**src/rtl/uart_tx.sv**
```systemverilog
// UART transmitter: start bit, NB_DATA bits LSB first, stop period; paced by i_tick.
// Outputs are registered: o_tx/o_busy follow an accepted start by one clock, requests are dropped while busy.
module uart_tx #(
  parameter int NB_DATA      = 8,
  parameter int N_OVERSAMPLE = 16,
  parameter int SB_TICK      = 16,
  parameter int NB_TCOUNT    = 5
) (
  input  logic               i_clock,
  input  logic               i_reset,
  input  logic               i_tick,
  input  logic               i_tx_start,
  input  logic [NB_DATA-1:0] i_data,
  output logic               o_tx,
  output logic               o_busy,
  output logic               o_tx_done
);

  localparam int NB_BCNT = (NB_DATA > 1) ? $clog2(NB_DATA) : 1;
  localparam logic [NB_TCOUNT-1:0] OS_LAST  = NB_TCOUNT'(N_OVERSAMPLE - 1);
  localparam logic [NB_TCOUNT-1:0] SB_LAST  = NB_TCOUNT'(SB_TICK - 1);
  localparam logic [NB_BCNT-1:0]   BIT_LAST = NB_BCNT'(NB_DATA - 1);

  typedef enum logic [1:0] {IDLE, START, DATA, STOP} state_t;

  state_t               state_q, state_d;
  logic [NB_TCOUNT-1:0] tick_cnt_q, tick_cnt_d;
  logic [NB_BCNT-1:0]   bit_cnt_q, bit_cnt_d;
  logic [NB_DATA-1:0]   shift_q, shift_d;
  logic                 tx_q, tx_d;
  logic                 busy_q, busy_d;
  logic                 done_q, done_d;

  always_ff @(posedge i_clock or negedge i_reset) begin
    if (!i_reset) begin
      state_q    <= IDLE;
      tick_cnt_q <= '0;
      bit_cnt_q  <= '0;
      shift_q    <= '0;
      tx_q       <= 1'b1;
      busy_q     <= 1'b0;
      done_q     <= 1'b0;
    end else begin
      state_q    <= state_d;
      tick_cnt_q <= tick_cnt_d;
      bit_cnt_q  <= bit_cnt_d;
      shift_q    <= shift_d;
      tx_q       <= tx_d;
      busy_q     <= busy_d;
      done_q     <= done_d;
    end
  end

  // A tick arriving in the same IDLE cycle as the request is not counted.
  always_comb begin
    state_d    = state_q;
    tick_cnt_d = tick_cnt_q;
    bit_cnt_d  = bit_cnt_q;
    shift_d    = shift_q;
    case (state_q)
      IDLE: begin
        if (i_tx_start) begin
          state_d    = START;
          tick_cnt_d = '0;
          shift_d    = i_data;
        end
      end
      START: begin
        if (i_tick) begin
          if (tick_cnt_q == OS_LAST) begin
            state_d    = DATA;
            tick_cnt_d = '0;
            bit_cnt_d  = '0;
          end else begin
            tick_cnt_d = tick_cnt_q + NB_TCOUNT'(1);
          end
        end
      end
      DATA: begin
        if (i_tick) begin
          if (tick_cnt_q == OS_LAST) begin
            tick_cnt_d = '0;
            shift_d    = shift_q >> 1;
            if (bit_cnt_q == BIT_LAST) begin
              state_d = STOP;
            end else begin
              bit_cnt_d = bit_cnt_q + NB_BCNT'(1);
            end
          end else begin
            tick_cnt_d = tick_cnt_q + NB_TCOUNT'(1);
          end
        end
      end
      STOP: begin
        if (i_tick) begin
          if (tick_cnt_q == SB_LAST) begin
            state_d    = IDLE;
            tick_cnt_d = '0;
          end else begin
            tick_cnt_d = tick_cnt_q + NB_TCOUNT'(1);
          end
        end
      end
      default: state_d = IDLE;
    endcase
  end

  // Outputs are computed from the next state so the registered line changes on the same edge as the FSM.
  always_comb begin
    tx_d   = 1'b1;
    busy_d = (state_d != IDLE);
    done_d = (state_q == STOP) && (state_d == IDLE);
    case (state_d)
      START:   tx_d = 1'b0;
      DATA:    tx_d = shift_d[0];
      default: tx_d = 1'b1;
    endcase
  end

  assign o_tx      = tx_q;
  assign o_busy    = busy_q;
  assign o_tx_done = done_q;

endmodule

```
**config.mk**
```make
export PLATFORM = sky130hd
export DESIGN_NAME = uart_tx
export DESIGN_NICKNAME = d
export VERILOG_FILES = /design/src/rtl/uart_tx.sv
export SDC_FILE = /design/constraint.sdc
export NUM_CORES = 1
export LEC_CHECK = 0
export CAP_MARGIN = 20
export CORE_MARGIN = 4
export CORE_UTILIZATION = 52
export DETAILED_ROUTE_END_ITERATION = 16
export GPL_ROUTABILITY_DRIVEN = 0
export PLACE_DENSITY = 0.77
export SYNTH_ARGS = -nofsm -noshare
export SYNTH_HDL_FRONTEND = slang
export SYNTH_SLANG_ARGS = --single-unit
export TNS_END_PERCENT = 20
```
**constraint.sdc**
```tcl
create_clock -name i_clock -period 1.7 [get_ports i_clock]
set_input_delay 0.17 -clock i_clock [delete_from_list [all_inputs] [get_ports i_clock]]
set_output_delay 0.17 -clock i_clock [all_outputs]
set_load 0.01 [all_outputs]
```
== Word level (Yosys, flattened, before mapping) ==
Cells that the tools add are included.

* $mul: 0
* Equal/unequal tests: 14
* Magnitude comparators: 0
* Bitwise gates (word level): 0
* Reduce and logical (&&, ||, !) cells: 10
* Multiplexer cells: 24
* Add/sub/neg operators: 2
* Div/mod/pow operators: 0
* Shift operators: 0

{| class="wikitable"
|+ Operator list
! cell !! number
|-
| 8-bit two-way mux || 3
|-
| 2-bit two-way mux || 8
|-
| 8-bit case mux with 2 select lines || 1
|-
| 3-bit two-way mux || 5
|-
| 5-bit two-way mux || 3
|-
| 2-bit != test, second input constant || 6
|-
| 5-bit case mux with 2 select lines || 1
|-
| 2-bit case mux with 4 select lines || 1
|-
| 2-bit equality test, second input constant || 3
|-
| 3-bit case mux with 2 select lines || 1
|-
| 6-bit AND reduction || 1
|-
| 2-bit nonzero test || 3
|-
| 5-bit by 1-bit adder with 5-bit output, second input constant || 1
|-
| 5-bit by 4-bit equality test with 1-bit output, second input constant || 1
|-
| 2-bit by 1-bit equality test with 1-bit output, second input constant || 2
|-
| 2-bit logical NOT || 2
|-
| 4-bit AND reduction || 1
|-
| 3-bit by 1-bit adder with 3-bit output, second input constant || 1
|-
| 3-bit equality test, second input constant || 1
|-
| 3-bit OR reduction || 1
|-
| 2-bit by 1-bit != test with 1-bit output, second input constant || 1
|-
| 1-bit case mux with 2 select lines || 1
|-
| 2-bit AND reduction || 1
|-
| 1-bit logical AND || 1
|}

* Memory bits (writable): 0
* Logic and storage cells: 58
* Bits of input ports: 12
* Flip-flop bits (word level): 21
* Latch bits: 0
* ROM bits: 0
* Output and inout port bits: 3
* Memories: 0

== Longest topological paths before layout ==
Gate-level depths: netlist of run 1.

* Depth in word-level cells: 7
* Depth in mapped cells: 6

== Least setup slack after synthesis of run 1 ==
Ideal clock, no wire load.

* Kind: reg2reg
* Start: register tick_cnt_q[0]
* End: register tx_q, in the netlist o_tx
* Data arrival time: 1.503 ns
* Buffers on the path: 0
* Path slack: 0.114 ns
* Setup time: 0.083 ns
* Stages on the path, launching flop included: 6
* Period minus slack after synthesis: 1.586 ns
* Cell sequence: dfrtp_1 > ha_1 > and4b_1 > a311oi_1 > o22ai_1 > o32a_1

* Longest elaborated chain between the ends: 6
* Elaborated cells on any way between the ends: 14

{| class="wikitable"
|+ RTL lines
! what !! RTL line !! RTL
|-
| start: declaration || 27 || <nowiki>logic [NB_TCOUNT-1:0] tick_cnt_q, tick_cnt_d;</nowiki>
|-
| start signal: assignment || 45 || <nowiki>tick_cnt_q <= tick_cnt_d;</nowiki>
|-
| 5-bit by 4-bit equality test with 1-bit output (*) || 70, 81, 96 ||
|-
| 2-bit two-way mux (on tied branches) || 96, 70, 81 ||
|-
| 2-bit two-way mux (on tied branches) || 95, 69, 80 ||
|-
| 2-bit case mux with 4 select lines || 60 || <nowiki>case (state_q)</nowiki>
|-
| 2-bit equality test / 2-bit by 1-bit equality test with 1-bit output (equally long branches) || 113 || <nowiki>case (state_d)</nowiki>
|-
| 1-bit case mux with 2 select lines (*) || 113 ||
|-
| via tx_d || 30 || <nowiki>logic tx_q, tx_d;</nowiki>
|-
| end signal: assignment || 48 || <nowiki>tx_q <= tx_d;</nowiki>
|-
| end: declaration || 30 ||
|}

Mark *: on every way through the listed nets, which the timed path passes. The rest lies on a longest branch. The select of a mux whose other input is x is not followed.
A chain may end at the register's enable or synchronous reset.

== Worst setup path after layout of run 1 ==
Same ends and word-level chain as after synthesis.

==> run_summary.xml, run 1 <==
<?xml version="1.0" encoding="UTF-8"?>
<metrics>
  <group name="drt">
    <metric name="drc_errors" unit="">0</metric>
    <metric name="route.detailed.wl_per_inst" unit="µm">13.6</metric>
    <metric name="drt_first_iter_violations" unit="">17</metric>
    <metric name="avgViaCountPerCell" unit="">5.56</metric>
    <metric name="num_vias" unit="">834</metric>
    <metric name="drt-pass1-iter-count" unit="">4</metric>
    <metric name="postRouteAntennaNets" unit="">0</metric>
    <metric name="postRouteWirelength" unit="µm">2040</metric>
  </group>
  <group name="floorplanning">
    <metric name="die_area" unit="µm²">2720</metric>
    <metric name="fp.dieH" unit="µm">52.1</metric>
    <metric name="start_util" unit="%">56.8</metric>
    <metric name="floorplan.io_pins" unit="">15</metric>
    <metric name="die_w" unit="µm">52.1</metric>
    <metric name="floorplan.rows" unit="">15</metric>
    <metric name="core_area" unit="µm²">1780</metric>
  </group>
  <group name="critical_path">
    <metric name="crit_path_end_kind" unit="">register</metric>
    <metric name="r2r_slack" unit="ns">0.09</metric>
    <metric name="critical_path.startpoint_type" unit="">register</metric>
    <metric name="reg2reg_depth" unit="">6</metric>
    <metric name="critical_path_class" unit="">register to register</metric>
    <metric name="critical_path_fanouts_max" unit="">4</metric>
    <metric name="timing.rr.start" unit="">tick_cnt_q[0]</metric>
    <metric name="worst_r2r_endpoint" unit="">o_tx</metric>
    <metric name="timing.critical_path.required" unit="ns">1.94</metric>
    <metric name="worst_setup_path_startpoint" unit="">tick_cnt_q[0]</metric>
    <metric name="endpoint_arrival_time_on_the_critical_path" unit="ns">1.85</metric>
    <metric name="worst_setup_path_endpoint" unit="">o_tx</metric>
  </group>
  <group name="yosys">
    <metric name="synth_area_leaders" unit="">dfrtp_1 49%, nand2_1 8.2%, a22oi_1 4.4%</metric>
    <metric name="synth_sequential_area_ratio" unit="%">52.0</metric>
    <metric name="synth.net_count" unit="">114</metric>
    <metric name="ys_seq_elements" unit="">21</metric>
    <metric name="post_synth.cell_area_avg" unit="µm²">10.2</metric>
    <metric name="synth_cell_type_count" unit="">34</metric>
    <metric name="synthesis.instances" unit="">99</metric>
    <metric name="yosys_warnings" unit="">0</metric>
    <metric name="synth_area" unit="µm²">1010</metric>
    <metric name="synthDominantAreaCellType" unit="">dfrtp_1</metric>
    <metric name="yosys.area.top_type_share" unit="%">49.4</metric>
  </group>
  <group name="power">
    <metric name="total_power_draw" unit="mW">1.59</metric>
    <metric name="peakVddDrop" unit="mV">0.800</metric>
    <metric name="pwr_density_cell" unit="nW/µm²">1230</metric>
    <metric name="power.leakage" unit="nW">0.585</metric>
  </group>
  <group name="sta">
    <metric name="setup_repair_after_global_routing_missed_its_margin" unit="">no</metric>
    <metric name="finalWorstSetupSlack" unit="ns">0.0874</metric>
    <metric name="setup_total_negative_slack" unit="ns">0</metric>
    <metric name="drv_slew" unit="">0</metric>
    <metric name="fin_crit_sh" unit="%">94.9</metric>
    <metric name="fmax_achieved" unit="GHz">0.620</metric>
    <metric name="worst_tran_pin_value" unit="ns">0.521</metric>
    <metric name="post-route-min-period" unit="ns">1.61</metric>
    <metric name="finClkSkew" unit="ns">0.00499</metric>
    <metric name="timing.max_slew.rel_slack" unit="%">64.9</metric>
    <metric name="setup_viol_count_final" unit="">0</metric>
    <metric name="final-hold-violation-count" unit="">0</metric>
  </group>
  <group name="cts">
    <metric name="ctsHoldBuffers" unit="">0</metric>
    <metric name="path_clk_slew" unit="ns">0.12</metric>
    <metric name="cts-buffers-inserted" unit="">3</metric>
    <metric name="tritoncts" unit="">done</metric>
    <metric name="clock_tree.buffer_depth" unit="">2</metric>
    <metric name="post_cts_resized" unit="">0</metric>
    <metric name="tritoncts_num_sinks" unit="">21</metric>
    <metric name="cts.htree.levels" unit="">1</metric>
    <metric name="clock_latency" unit="ns">0.30</metric>
    <metric name="cts_post_setup_buffers_inserted" unit="">0</metric>
    <metric name="cts_root_buf" unit="">clkbuf_4</metric>
  </group>
  <group name="place">
    <metric name="port_buffers" unit="">14</metric>
    <metric name="place_hpwl" unit="µm">1620</metric>
    <metric name="post-place-ws" unit="ns">0.000150</metric>
    <metric name="post_place_cell_area" unit="µm²">1250</metric>
  </group>
  <group name="finish">
    <metric name="mostFrequentLayoutCells" unit="">22 x nand2_1, 20 x dfrtp_1, 14 x clkdlybuf4s50_1, 10 x buf_4, 6 x a22oi_1</metric>
    <metric name="nNetsFinal" unit="">141</metric>
    <metric name="diodes" unit="">0</metric>
    <metric name="multiInputGateArea" unit="µm²">483</metric>
    <metric name="total_of_fill_cells_in_the_finished_design" unit="">132</metric>
    <metric name="final_common_cell" unit="">nand2_1</metric>
    <metric name="finalCoreUtilization" unit="%">72.6</metric>
    <metric name="final-seq-area" unit="µm²">527</metric>
    <metric name="design_area" unit="µm²">1290</metric>
    <metric name="syn_to_final_growth" unit="%">27.9</metric>
    <metric name="drive_above_1_share" unit="%">19.2</metric>
  </group>
  <group name="grt">
    <metric name="gr-total-overflow" unit="">0</metric>
    <metric name="antenna_found_initial" unit="">0</metric>
    <metric name="first_global_vias" unit="">869</metric>
    <metric name="grt_max_degree" unit="">22</metric>
    <metric name="grt_first_pass_wirelength" unit="µm">3600</metric>
    <metric name="globalRouteTotalUtil" unit="%">18.0</metric>
  </group>
  <group name="hold_path">
    <metric name="hp-class" unit="">input port to async pin</metric>
  </group>
  <group name="run">
    <metric name="drv.max_cap_violation_count" unit="">0</metric>
  </group>
  <group name="outcome">
    <metric name="outcome" unit="">finished clean</metric>
  </group>
</metrics>
==> registers in the layout, indices dropped and copies added, names as in the netlist <==
register    cells
state_q         2
shift_q         8
bit_cnt_q       3
o_tx            1
tick_cnt_q      5
o_busy          1
o_tx_done       1
==> metrics by stage <==
step                hold WS (ns)  cells
CTS                        0.209    150
detailed placement         0.466    146
global route               0.212    150
floorplan                 -0.126     99
global placement           0.458    146
finish                     0.201    150
==> per-layer routing <==
metal	global-route usage (%)	wire length (µm)	up-vias
li1	-	-	412
met1	22.1	925	406
met2	31.0	1040	14
met3	2.87	54	2
met4	7.42	14	0
met5	0	0	-
==> final cells by class <==
| class | instances | share of cell area, % |
|---|---|---|
| Timing Repair Buffer | 24 | 16.6 |
| Multi-Input combinational cell | 73 | 37.3 |
| Clock inverter | 1 | 0.386 |
| Clock buffer | 3 | 1.74 |
| Sequential cell | 21 | 40.7 |
| Inverter | 3 | 0.870 |
| Tap cell | 25 | 2.42 |
==> how the worst min path moves through the flow <==
| stage | endpoint | startpoint |
|---|---|---|
| 2_1_floorplan | bit_cnt_q[0] | i_reset |
| 3_3_place_gp | shift_q[6] | shift_q[6] |
| 3_5_place_dp | shift_q[5] | shift_q[5] |
| 4_1_cts | shift_q[1] | i_reset |
| 5_1_grt | shift_q[3] | i_reset |
| 6_report | shift_q[0] | i_reset |
==> cells by family after synthesis <==
kind of cell,share of synthesized area (%)
simple gates,22.0
compound gates,19.4
flops,52.0
buf+inv,1.98
fa+ha+maj,3.71
xor+xnor,0.865
==> where the power goes <==
| part | internal [mW] | switching, mW | total (mW) |
|---|---|---|---|
| Combinational | 0.261 | 0.264 | 0.525 |
| Clock | 0.0876 | 0.151 | 0.239 |
| Sequential | 0.674 | 0.155 | 0.828 |
| Total | 1.02 | 0.569 | 1.59 |
==> cells in the mapped netlist <==
cell type	count
nand2_1	22
dfrtp_1	20
a22oi_1	6
o21ai_0	6
nor2_1	5
nand3_1	4
ha_1	3
inv_1	3
nor3_1	3
o41ai_1	3
a21oi_1	1
a221o_1	1
a311oi_1	1
a31oi_1	1
a41oi_1	1
and2_1	1
and2_2	1
and4b_1	1
buf_2	1
clkbuf_1	1
dfstp_2	1
nand3b_1	1
nand4b_2	1
nor2_2	1
nor2b_2	1
nor3b_4	1
o21a_1	1
o21ba_4	1
o22ai_1	1
o31ai_1	1
o32a_1	1
o32ai_1	1
or2_2	1
xor2_1	1
==> critical path, stage by stage, from the launching register on <==
cell	delay, ns
dfrtp_1	0.43
ha_2	0.23
and4b_1	0.21
buf_4	0.16
a31oi_1	0.21
o22ai_1	0.13
o32a_1	0.18
Note: power is estimated with default switching activity, not from simulation.
==> run 2, diff against run 1 <==
--- a/config.mk
+++ b/config.mk
@@ -11,6 +11,8 @@
 export DETAILED_ROUTE_END_ITERATION = 16
 export GPL_ROUTABILITY_DRIVEN = 0
 export PLACE_DENSITY = 0.77
+export RECOVER_POWER = 25
+export SETUP_SLACK_MARGIN = 0.5
 export SYNTH_ARGS = -nofsm -noshare
 export SYNTH_HDL_FRONTEND = slang
 export SYNTH_SLANG_ARGS = --single-unit
==> run 2 against run 1 <==
Die area stayed put; hold slack better by 0.23 ns; wire length is 11% higher; global-route usage is 0.82 points higher; power is 12% higher; sequential share of layout area is 3.6 points lower; clock-buffer cell count is 1 higher.
==> run_summary.xml, run 2 (same netlist as run 1, synthesis figures left out) <==
<?xml version="1.0" encoding="UTF-8"?>
<metrics>
  <group name="outcome">
    <metric name="outcome" unit="">finished clean</metric>
  </group>
  <group name="drt">
    <metric name="drt_first_iter_violations" unit="">22</metric>
    <metric name="drt-pass1-iter-count" unit="">4</metric>
    <metric name="route.detailed.wl_per_inst" unit="µm">14.2</metric>
    <metric name="drc_errors" unit="">0</metric>
    <metric name="num_vias" unit="">896</metric>
    <metric name="postRouteWirelength" unit="µm">2270</metric>
    <metric name="postRouteAntennaNets" unit="">0</metric>
    <metric name="avgViaCountPerCell" unit="">5.60</metric>
  </group>
  <group name="place">
    <metric name="port_buffers" unit="">14</metric>
    <metric name="place_hpwl" unit="µm">1550</metric>
    <metric name="post_place_cell_area" unit="µm²">1270</metric>
  </group>
  <group name="cts">
    <metric name="cts-buffers-inserted" unit="">3</metric>
    <metric name="cts_root_buf" unit="">clkbuf_4</metric>
    <metric name="clock_tree.buffer_depth" unit="">2</metric>
    <metric name="ctsHoldBuffers" unit="">0</metric>
    <metric name="tritoncts_num_sinks" unit="">21</metric>
    <metric name="path_clk_slew" unit="ns">0.11</metric>
    <metric name="cts.htree.levels" unit="">1</metric>
    <metric name="clock_latency" unit="ns">0.31</metric>
    <metric name="tritoncts" unit="">done</metric>
  </group>
  <group name="floorplanning">
    <metric name="start_util" unit="%">56.8</metric>
    <metric name="die_area" unit="µm²">2720</metric>
    <metric name="floorplan.io_pins" unit="">15</metric>
    <metric name="die_w" unit="µm">52.1</metric>
    <metric name="fp.dieH" unit="µm">52.1</metric>
    <metric name="core_area" unit="µm²">1780</metric>
    <metric name="floorplan.rows" unit="">15</metric>
  </group>
  <group name="critical_path">
    <metric name="critical_path.n_buffers_inverters" unit="">0</metric>
    <metric name="critical_path_class" unit="">register to register</metric>
    <metric name="critical-path-top-delay-family" unit="">compound AO/OA/AOI/OAI gates</metric>
    <metric name="timing.critical_path.required" unit="ns">1.95</metric>
    <metric name="critical_path_fanouts_max" unit="">3</metric>
    <metric name="cpPeakStageDelay" unit="ns">0.42</metric>
    <metric name="endpoint_arrival_time_on_the_critical_path" unit="ns">1.78</metric>
    <metric name="crit_path_end_kind" unit="">register</metric>
    <metric name="critical_path.startpoint_type" unit="">register</metric>
    <metric name="cells_along_the_critical_path" unit="">ha_4, nand4b_4, o21ba_4, a221o_1, o32a_1</metric>
    <metric name="critical_path_depth" unit="">5</metric>
    <metric name="reg2reg_depth" unit="">5</metric>
    <metric name="library_cell_contributing_the_largest_single_delay_on_the_critical_path" unit="">dfrtp_1</metric>
  </group>
  <group name="finish">
    <metric name="finalCoreUtilization" unit="%">79.8</metric>
    <metric name="drive_above_1_share" unit="%">31.9</metric>
    <metric name="mostFrequentLayoutCells" unit="">21 x nand2_1, 19 x dfrtp_1, 18 x buf_4, 12 x clkdlybuf4s50_1, 6 x a22oi_1</metric>
    <metric name="design_area" unit="µm²">1420</metric>
    <metric name="total_of_fill_cells_in_the_finished_design" unit="">110</metric>
    <metric name="layout_top_registers" unit="">shift_q (8), tick_cnt_q (5), bit_cnt_q (3)</metric>
    <metric name="final_common_cell" unit="">nand2_1</metric>
    <metric name="multiInputGateArea" unit="µm²">541</metric>
    <metric name="largest_register" unit="">shift_q</metric>
    <metric name="nNetsFinal" unit="">151</metric>
    <metric name="syn_to_final_growth" unit="%">40.5</metric>
    <metric name="max_ffs_per_register" unit="">8</metric>
    <metric name="diodes" unit="">0</metric>
    <metric name="final-seq-area" unit="µm²">528</metric>
  </group>
  <group name="grt">
    <metric name="globalRouteTotalUtil" unit="%">18.8</metric>
    <metric name="grt_max_degree" unit="">22</metric>
    <metric name="grt_first_pass_wirelength" unit="µm">3720</metric>
    <metric name="first_global_vias" unit="">864</metric>
    <metric name="gr-total-overflow" unit="">0</metric>
    <metric name="antenna_found_initial" unit="">0</metric>
  </group>
  <group name="sta">
    <metric name="setup_total_negative_slack" unit="ns">0</metric>
    <metric name="drv_slew" unit="">0</metric>
    <metric name="post-route-min-period" unit="ns">1.53</metric>
    <metric name="final-hold-violation-count" unit="">0</metric>
    <metric name="fmax_achieved" unit="GHz">0.653</metric>
    <metric name="worst_tran_pin_value" unit="ns">1.09</metric>
    <metric name="setup_repair_after_global_routing_missed_its_margin" unit="">yes</metric>
    <metric name="fin_crit_sh" unit="%">90.1</metric>
    <metric name="finClkSkew" unit="ns">0.00429</metric>
    <metric name="setup_viol_count_final" unit="">0</metric>
    <metric name="timing.max_slew.rel_slack" unit="%">27.2</metric>
  </group>
  <group name="power">
    <metric name="pwr-share-seq" unit="%">46.2</metric>
    <metric name="pwr_density_cell" unit="nW/µm²">1260</metric>
    <metric name="power.share.switching" unit="%">36.4</metric>
    <metric name="total_power_draw" unit="mW">1.79</metric>
    <metric name="comb_power_share" unit="%">40.4</metric>
    <metric name="peakVddDrop" unit="mV">0.804</metric>
    <metric name="power.leakage" unit="nW">0.637</metric>
    <metric name="total_switching_power" unit="mW">0.651</metric>
    <metric name="power.internal" unit="mW">1.14</metric>
    <metric name="p_clk_share" unit="%">13.4</metric>
  </group>
  <group name="hold_path">
    <metric name="hp-class" unit="">input port to register</metric>
    <metric name="holdPathStages" unit="">3</metric>
  </group>
  <group name="run">
    <metric name="drv.max_cap_violation_count" unit="">0</metric>
  </group>
</metrics>
## run 2: changes by cell type in the layout (fill, tap and decap cells not counted), sizes merged
| cell | before | now |
|---|---|---|
| buf | 10 | 20 |
| clkinv | 1 | 0 |
| clkdlybuf4s50 | 14 | 12 |
| clkbuf | 3 | 5 |
| dlygate4sd3 | 0 | 1 |
## run 2: worst paths after layout
path,start,endpoint,slack [ns]
max,tick_cnt_q[1],o_tx,0.17
min,i_data[7],shift_q[7],0.43
max reg2reg,tick_cnt_q[1],o_tx,0.17
max in group asynchronous,i_reset,state_q[1],0.41
min in group asynchronous,i_reset,tick_cnt_q[1],0.57
min reg2reg,shift_q[6],shift_q[6],0.49
## run 2: power groups by stage
stage,registers [mW],logic (mW),clock network (mW)
3_3_place_gp,0.833,0.518,0
6_report,0.827,0.724,0.240
4_1_cts,0.815,0.631,0.250
5_1_grt,0.843,0.814,0.272
2_1_floorplan,0.810,0.360,0
3_5_place_dp,0.837,0.539,0
## run 2: stage by stage
step / hold WS (ns) / worst slack, ns / instances
CTS: 0.189 / 0.175 / 155
finish: 0.428 / 0.168 / 160
detailed placement: 0.470 / 0.0300 / 145
global placement: 0.466 / 0.0967 / 145
floorplan: -0.126 / 0.212 / 99
global route: 0.430 / 0.0596 / 160
## run 2: worst reg2reg max path, stage by stage (launching register included)
cell      delay [ns]
dfrtp_1         0.42
ha_4            0.17
nand4b_4        0.11
o21ba_4         0.24
a221o_1         0.34
o32a_1          0.19
## run 2: cell type report
class	count	share of cell area (%)
multi-input cells	73	38.0
clock buffers	4	1.85
inverters	3	0.792
well taps	25	2.20
repair buffers	34	20.1
flip-flops and latches	21	37.1
## run 2: repair_timing
action	4_1_cts	5_1_grt
endpoints found under the hold margin	0	0
gates cloned	0	0
pin swaps	6	6
resized for setup	12	9
setup endpoints to repair	24	23
setup buffers	6	5
## run 2: routing by layer
metal	up-vias	track usage [%]	share of wire [%]
li1	434	-	-
met1	434	23.1	46
met2	21	31.4	49
met3	7	6.30	4.4
met4	0	4.80	1.4
met5	-	0	0
